[config.mk]
export PLATFORM = sky130hd
export DESIGN_NAME = rob_retire_ctrl
export DESIGN_NICKNAME = d
export VERILOG_FILES = /design/src/rtl/rob_retire_ctrl.sv
export SDC_FILE = /design/constraint.sdc
export NUM_CORES = 1
export LEC_CHECK = 0
export ABC_CLOCK_PERIOD_IN_PS = 5200
export BUFFER_PORTS_ARGS = -buffer_cell sky130_fd_sc_hd__buf_2
export CORE_AREA = 2 2 135 137
export CTS_CLUSTER_DIAMETER = 40
export DETAILED_ROUTE_END_ITERATION = 10
export DIE_AREA = 0 0 137 139
export MAX_ROUTING_LAYER = met4
export PLACE_DENSITY = 0.69
export RECOVER_POWER = 100
export SLEW_MARGIN = 20
export SYNTH_ARGS = -nofsm -noshare
export SYNTH_HDL_FRONTEND = slang
export SYNTH_SLANG_ARGS = --single-unit
[constraint.sdc]
create_clock -name clk -period 5.2 [get_ports clk]
set_clock_uncertainty 0.15 [all_clocks]
set_input_delay 0.26 -clock clk [delete_from_list [all_inputs] [get_ports clk]]
set_output_delay 0.26 -clock clk [all_outputs]
set_load 0.03 [all_outputs]
[src/rtl/rob_retire_ctrl.sv]
// ROB retire controller: tracks allocated rows in allocation order and retires completed rows in that order.
// Optional ROB_RETIRE_STATS_EN adds stall_cnt and max_occ statistics outputs.
module rob_retire_ctrl #(
  parameter int ID_WIDTH        = 4,
  parameter int MAX_OUTSTANDING = 16,
  parameter int UID_WIDTH       = $clog2(MAX_OUTSTANDING)
) (
  input  logic                 clk,
  input  logic                 rst,
  input  logic                 alloc_valid,
  output logic                 alloc_ready,
  input  logic [UID_WIDTH-1:0] alloc_uid,
  input  logic [ID_WIDTH-1:0]  alloc_id,
  input  logic                 cpl_valid,
  input  logic [UID_WIDTH-1:0] cpl_uid,
  output logic                 rel_valid,
  input  logic                 rel_ready,
  output logic [UID_WIDTH-1:0] rel_uid,
  output logic [ID_WIDTH-1:0]  rel_id,
  output logic [UID_WIDTH:0]   occupancy,
  output logic                 err_alloc,
  output logic                 err_cpl
`ifdef ROB_RETIRE_STATS_EN
  ,
  output logic [15:0]          stall_cnt,
  output logic [UID_WIDTH:0]   max_occ
`endif
);

  localparam logic [UID_WIDTH:0] PTR_ONE = (UID_WIDTH+1)'(1);

  logic [UID_WIDTH:0]         wr_ptr, rd_ptr;
  logic [MAX_OUTSTANDING-1:0] in_use, done;
  logic [MAX_OUTSTANDING-1:0] in_use_nxt, done_nxt;
  logic [UID_WIDTH-1:0]       q_uid [MAX_OUTSTANDING];
  logic [ID_WIDTH-1:0]        q_id  [MAX_OUTSTANDING];
  logic                       full, empty, push, pop;
  logic [UID_WIDTH-1:0]       head_uid;
  logic [ID_WIDTH-1:0]        head_id;
  logic                       alloc_clash, cpl_ok;

  assign empty    = (wr_ptr == rd_ptr);
  assign full     = (wr_ptr[UID_WIDTH-1:0] == rd_ptr[UID_WIDTH-1:0]) &&
                    (wr_ptr[UID_WIDTH] != rd_ptr[UID_WIDTH]);
  assign head_uid = q_uid[rd_ptr[UID_WIDTH-1:0]];
  assign head_id  = q_id[rd_ptr[UID_WIDTH-1:0]];

  assign alloc_ready = !full;
  assign rel_valid   = !empty && done[head_uid];
  assign rel_uid     = empty ? '0 : head_uid;
  assign rel_id      = empty ? '0 : head_id;
  assign occupancy   = wr_ptr - rd_ptr;

  assign push = alloc_valid && !full;
  assign pop  = rel_valid && rel_ready;

  // A row being retired this cycle may be reallocated in the same cycle without error.
  assign alloc_clash = in_use[alloc_uid] && !(pop && (head_uid == alloc_uid));
  assign cpl_ok      = in_use[cpl_uid] && !done[cpl_uid];

  always_comb begin
    in_use_nxt = in_use;
    done_nxt   = done;
    if (pop) begin
      in_use_nxt[head_uid] = 1'b0;
      done_nxt[head_uid]   = 1'b0;
    end
    if (cpl_valid && cpl_ok)
      done_nxt[cpl_uid] = 1'b1;
    if (push) begin
      in_use_nxt[alloc_uid] = 1'b1;
      done_nxt[alloc_uid]   = 1'b0;
    end
  end

  always_ff @(posedge clk or posedge rst) begin
    if (rst) begin
      wr_ptr    <= '0;
      rd_ptr    <= '0;
      in_use    <= '0;
      done      <= '0;
      err_alloc <= 1'b0;
      err_cpl   <= 1'b0;
    end else begin
      if (push) wr_ptr <= wr_ptr + PTR_ONE;
      if (pop)  rd_ptr <= rd_ptr + PTR_ONE;
      in_use    <= in_use_nxt;
      done      <= done_nxt;
      err_alloc <= err_alloc | (push && alloc_clash);
      err_cpl   <= err_cpl | (cpl_valid && !cpl_ok);
    end
  end

  // Storage is qualified by the pointers, so it needs no reset.
  always_ff @(posedge clk) begin
    if (push) begin
      q_uid[wr_ptr[UID_WIDTH-1:0]] <= alloc_uid;
      q_id[wr_ptr[UID_WIDTH-1:0]]  <= alloc_id;
    end
  end

`ifdef ROB_RETIRE_STATS_EN
  logic [UID_WIDTH:0] occ_nxt;

  assign occ_nxt = (wr_ptr + (push ? PTR_ONE : '0)) - (rd_ptr + (pop ? PTR_ONE : '0));

  always_ff @(posedge clk or posedge rst) begin
    if (rst) begin
      stall_cnt <= '0;
      max_occ   <= '0;
    end else begin
      if (rel_valid && !rel_ready && (stall_cnt != 16'hFFFF))
        stall_cnt <= stall_cnt + 16'd1;
      if (occ_nxt > max_occ)
        max_occ <= occ_nxt;
    end
  end
`endif

endmodule

==> metrics list <==
* Number of max-cap violations: 1
- The startpoint identified for the worst hold timing path is rel_ready.
* Critical path destination: rel_valid
* Average instance area after synthesis: 14.2 µm²
* Worst setup path startpoint: rd_ptr[1]
* Register area share after synthesis: 0.622
- In this run, synthesis produced a sequential element count of approximately 170.
* Standard cell with the maximum stage delay on the critical path: sky130_fd_sc_hd__dfrtp_2
- Unique masters post-synth: 52
- For this run, the leading register cell type out of synthesis is sky130_fd_sc_hd__edfxtp_1.
* Switching pwr: approximately 2.3 mW
- I/O Buffers: 33
- With fillers left out, the area of the finished cells amounts to ~0.009 mm².
- Worst Path Buf+Inv: 2
- PnR Total Power: between 5 and 6 mW
* Register share of total power: 0.357
- The H-tree was split into 4 levels.
* Data required, critical path: 4790 ps
- In this run the cell area of the synthesized design comes to just under 0.008 mm².
- Switching Fraction: 0.411
- After clock tree synthesis, the repair step resized 0 gates.
* Capture point of the worst reg-to-reg path: q_id[15][1]
- Top post-synthesis cells by area: sky130_fd_sc_hd__edfxtp_1, sky130_fd_sc_hd__dfrtp_1, sky130_fd_sc_hd__mux4_2
- In this run, CTS created clock tree buffers numbering 17.
* Pin count of the biggest net entering global routing: 45
- Once placement finished, the instance area stood at around 0.0083 mm².
- Highest fanout seen on the critical path: 29
- Longest Clk Path Bufs: 2
- STA puts the critical path data arrival time at between 4000 and 5000 ps.
* Number of cells traversed by the worst register-to-register path: 8
* Count of vias placed by the detailed router: between 4000 and 5000
- The first detailed-routing pass took 5 iterations.
* Skew-Pair Late Insertion Delay: about 430 ps
- Status: finished, violations left
- Starting density of the core: 0.450
* Final-layout setup total negative slack: 0 ps
* Via count of the first global-routing pass: between 4000 and 5000
- Gr ovfl total: 0
- Measured on the finished design, the core utilization comes to 0.502.
- The routed design has about 18 mm of wire.
- The total count of hold-check failures in the final report is 0.
- Final period util: 0.878
* Post-detailed-route wirelength per cell: approximately 22 µm
- The count of nets left with antenna violations once routing finished came out at 0.
* CTS tree: done
* Std-Cell Rows: 49
- Post-synth top area cell: sky130_fd_sc_hd__edfxtp_1
- Kind of cell with the highest combined delay on the critical path: multiplexers
* Layout-stage area growth over the synthesis result: 11.4%
* Clk pwr share: 0.217
* Total setup violations reported at the end of the flow: 0
* Asr flop ratio synth: 0.256
- In this run the static leakage power is ~3.0 nW.
- Setup repair after global routing left no endpoint under its margin.
* Transition time of the tightest slew-check pin: about 2400 ps
* Post-layout minimum cycle time: 4570 ps
* Post-CTS repair timing setup buffer count: 0
* Number of DRC violations after detailed routing: 0
- All-Layer GR Usage: 0.208
* Area enclosed by the die boundary: 0.0190 mm²
* Average vias per placed instance: approximately 5.9
- Of the total power, combinational logic draws 0.426.
* Path category of the worst min-delay check: input port to flop
- Number of cells after detailed placement: 800
- The worst setup path is captured at an output pin.
- When the netlist entered floorplanning its net count stood at approximately 600.
- Die boundary width: 137 µm
- Of the post-synthesis cell area, the dominant cell type holds 0.483.
- After filler insertion, the fill cell instance count of the layout stands at 1493.
- Internal reg-to-reg setup slack: about 740 ps
* Hold slack final: 41.6 ps
* Diodes inserted: 0
* Violations in the final reports: capacitance limit, slew limit
- For this run, the post-layout net count is 619.
- The worst setup path is launched from a flop.
- The internal power of the cells totals between 3 and 4 mW.
- Number of enable-type register cells in the synthesized netlist: about 130
- Yosys synthesis warning count: 0
* Max frequency: approximately 220 MHz
- Total stage count of the critical path: 10
- Power spread over the standard cell area amounts to 638 mW/mm².
* Critical R2R Launch: rd_ptr[1]
- Layout cells sized above 1: 0.162
* Final instance count without filler cells: approximately 830
- Floorplan die height: about 140 µm
- Synthesized instance count: about 560
* Global placement routability congestion: ~0.94
* Wire length of the first global-routing pass: between 20 and 30 mm
- Clock tree synthesis selected as its root buffer the cell sky130_fd_sc_hd__clkbuf_16.
- The region available for standard cell placement spans 0.0177 mm².
- Final Max Tran Viols: between 40 and 50
* Sinks on Clock Net: ~170
- After clock tree synthesis, the flow added hold-fix buffers numbering 2.
- Number of placed I/O pins: 34
- Detailed placement ended at an HPWL of approximately 12 mm.
- Worst slew margin relative to its limit: -0.591
- Antenna violations before repair: 0
* Chain of cells forming the critical path: clkbuf_1 -> mux4_2 -> mux2i_1 -> nand3b_1 -> o21ai_0 -> nand2_1 -> o22ai_1 -> a211oi_4 -> and2_1 -> buf_2
* Peak ir drop on the vdd network: approximately 0.48 mV
- Clock-pin slew was measured on the worst setup and hold paths at 70 ps.
* Largest stage delay on the critical path: about 850 ps
- Setup Crit Path Kind: flop to output pin
* Drt first-iter violations: between 500 and 600
- At the placement stage, the worst setup path has a slack of 1220 ps.
- Setup WS post-layout: roughly 630 ps
area by class of cell:
cell class / count / area [µm²] / share of cell area
flip-flops and latches: 172 / 4950 / 0.558
multi-input cells: 338 / 2780 / 0.313
clock buffers: 17 / 425 / 0.0480
well taps: 229 / 287 / 0.0323
repair buffers: 43 / 199 / 0.0225
clock inverters: 15 / 151 / 0.0171
inverters: 20 / 75.1 / 0.00847
worst register-to-register path, delay by kind of cell, from the launching register on:
kind / cells / cell delay (ps)
adders and majority gates: 1 / 320
buffers and inverters: 2 / 700
DFF: 1 / 850
and+or+nand+nor: 5 / 2060
worst min path at each step:
stage | endpoint | slack (ps) | cells past startpoint
floorplan | q_id[0][0] | 210 | 0
global placement | rd_ptr[4] | 270 | 3
detailed placement | rd_ptr[4] | 280 | 3
CTS | err_alloc | 30 | 2
global route | err_alloc | 50 | 2
finish | err_alloc | 40 | 2
kinds of logic after synthesis:
| family | synth area share |
|---|---|
| xor gates and xnor gates | 0.0176 |
| buffers and inverters | 0.0274 |
| and+or+nand+nor | 0.105 |
| adders and majority gates | 0.0167 |
| muxes | 0.141 |
| AOI/OAI and AO/OA | 0.0696 |
| DFF | 0.622 |
power groups by stage:
| stage | registers [mW] | logic [mW] | clock network (mW) |
|---|---|---|---|
| 3_5_place_dp | 2.04 | 2.45 | 0 |
| 5_1_grt | 2.05 | 2.61 | 1.30 |
| 4_1_cts | 2.02 | 2.47 | 1.24 |
| 6_report | 2.02 | 2.41 | 1.22 |
| 2_1_floorplan | 1.86 | 2.01 | 0 |
| 3_3_place_gp | 2.03 | 2.41 | 0 |
metal layers:
layer,GRT usage,share of wire,vias to the layer above
met5,-,0,-
met4,0.0749,0.025,0
met3,0.0471,0.063,34
met2,0.327,0.50,195
met1,0.264,0.41,2498
li1,-,-,2197
synthesized netlist by cell type, drive strengths merged (3+ instances only):
cell type  number
a21o            7
a21oi          13
a22oi           4
a31oi           8
a32oi           3
and2            6
and4            3
buf            12
clkbuf         16
dfrtp          44
edfxtp        128
ha              9
inv            19
mux2            7
mux2i          14
mux4           39
nand2          31
nand2b         13
nand3          16
nand3b         12
nand4           5
nor2           44
nor2b           5
nor3           12
nor3b           5
o21ai          42
o31ai           6
xnor2          11
xor2            5
registers in the layout, summed over array words and instances, names as in the netlist:
| signal | count |
|---|---|
| done | 16 |
| err_alloc | 1 |
| err_cpl | 1 |
| in_use | 16 |
| q_id | 64 |
| q_uid | 64 |
| rd_ptr | 5 |
| wr_ptr | 5 |
cells in the final DEF, fill, tap and decap left out, drive strengths merged, types with 6 or more instances in the layout:
| master | count |
|---|---|
| edfxtp | 128 |
| nor2 | 44 |
| dfrtp | 44 |
| o21ai | 42 |
| clkbuf | 42 |
| mux4 | 39 |
| nand2 | 31 |
| inv | 27 |
| nand3 | 16 |
| buf | 16 |
| mux2i | 14 |
| nand2b | 13 |
| a21oi | 13 |
| nor3 | 12 |
| nand3b | 12 |
| xnor2 | 11 |
| ha | 9 |
| a31oi | 8 |
| a21o | 7 |
| mux2 | 7 |
| and2 | 6 |
| o31ai | 6 |
| clkinv | 6 |
Note: power is estimated with default switching activity, not from simulation.
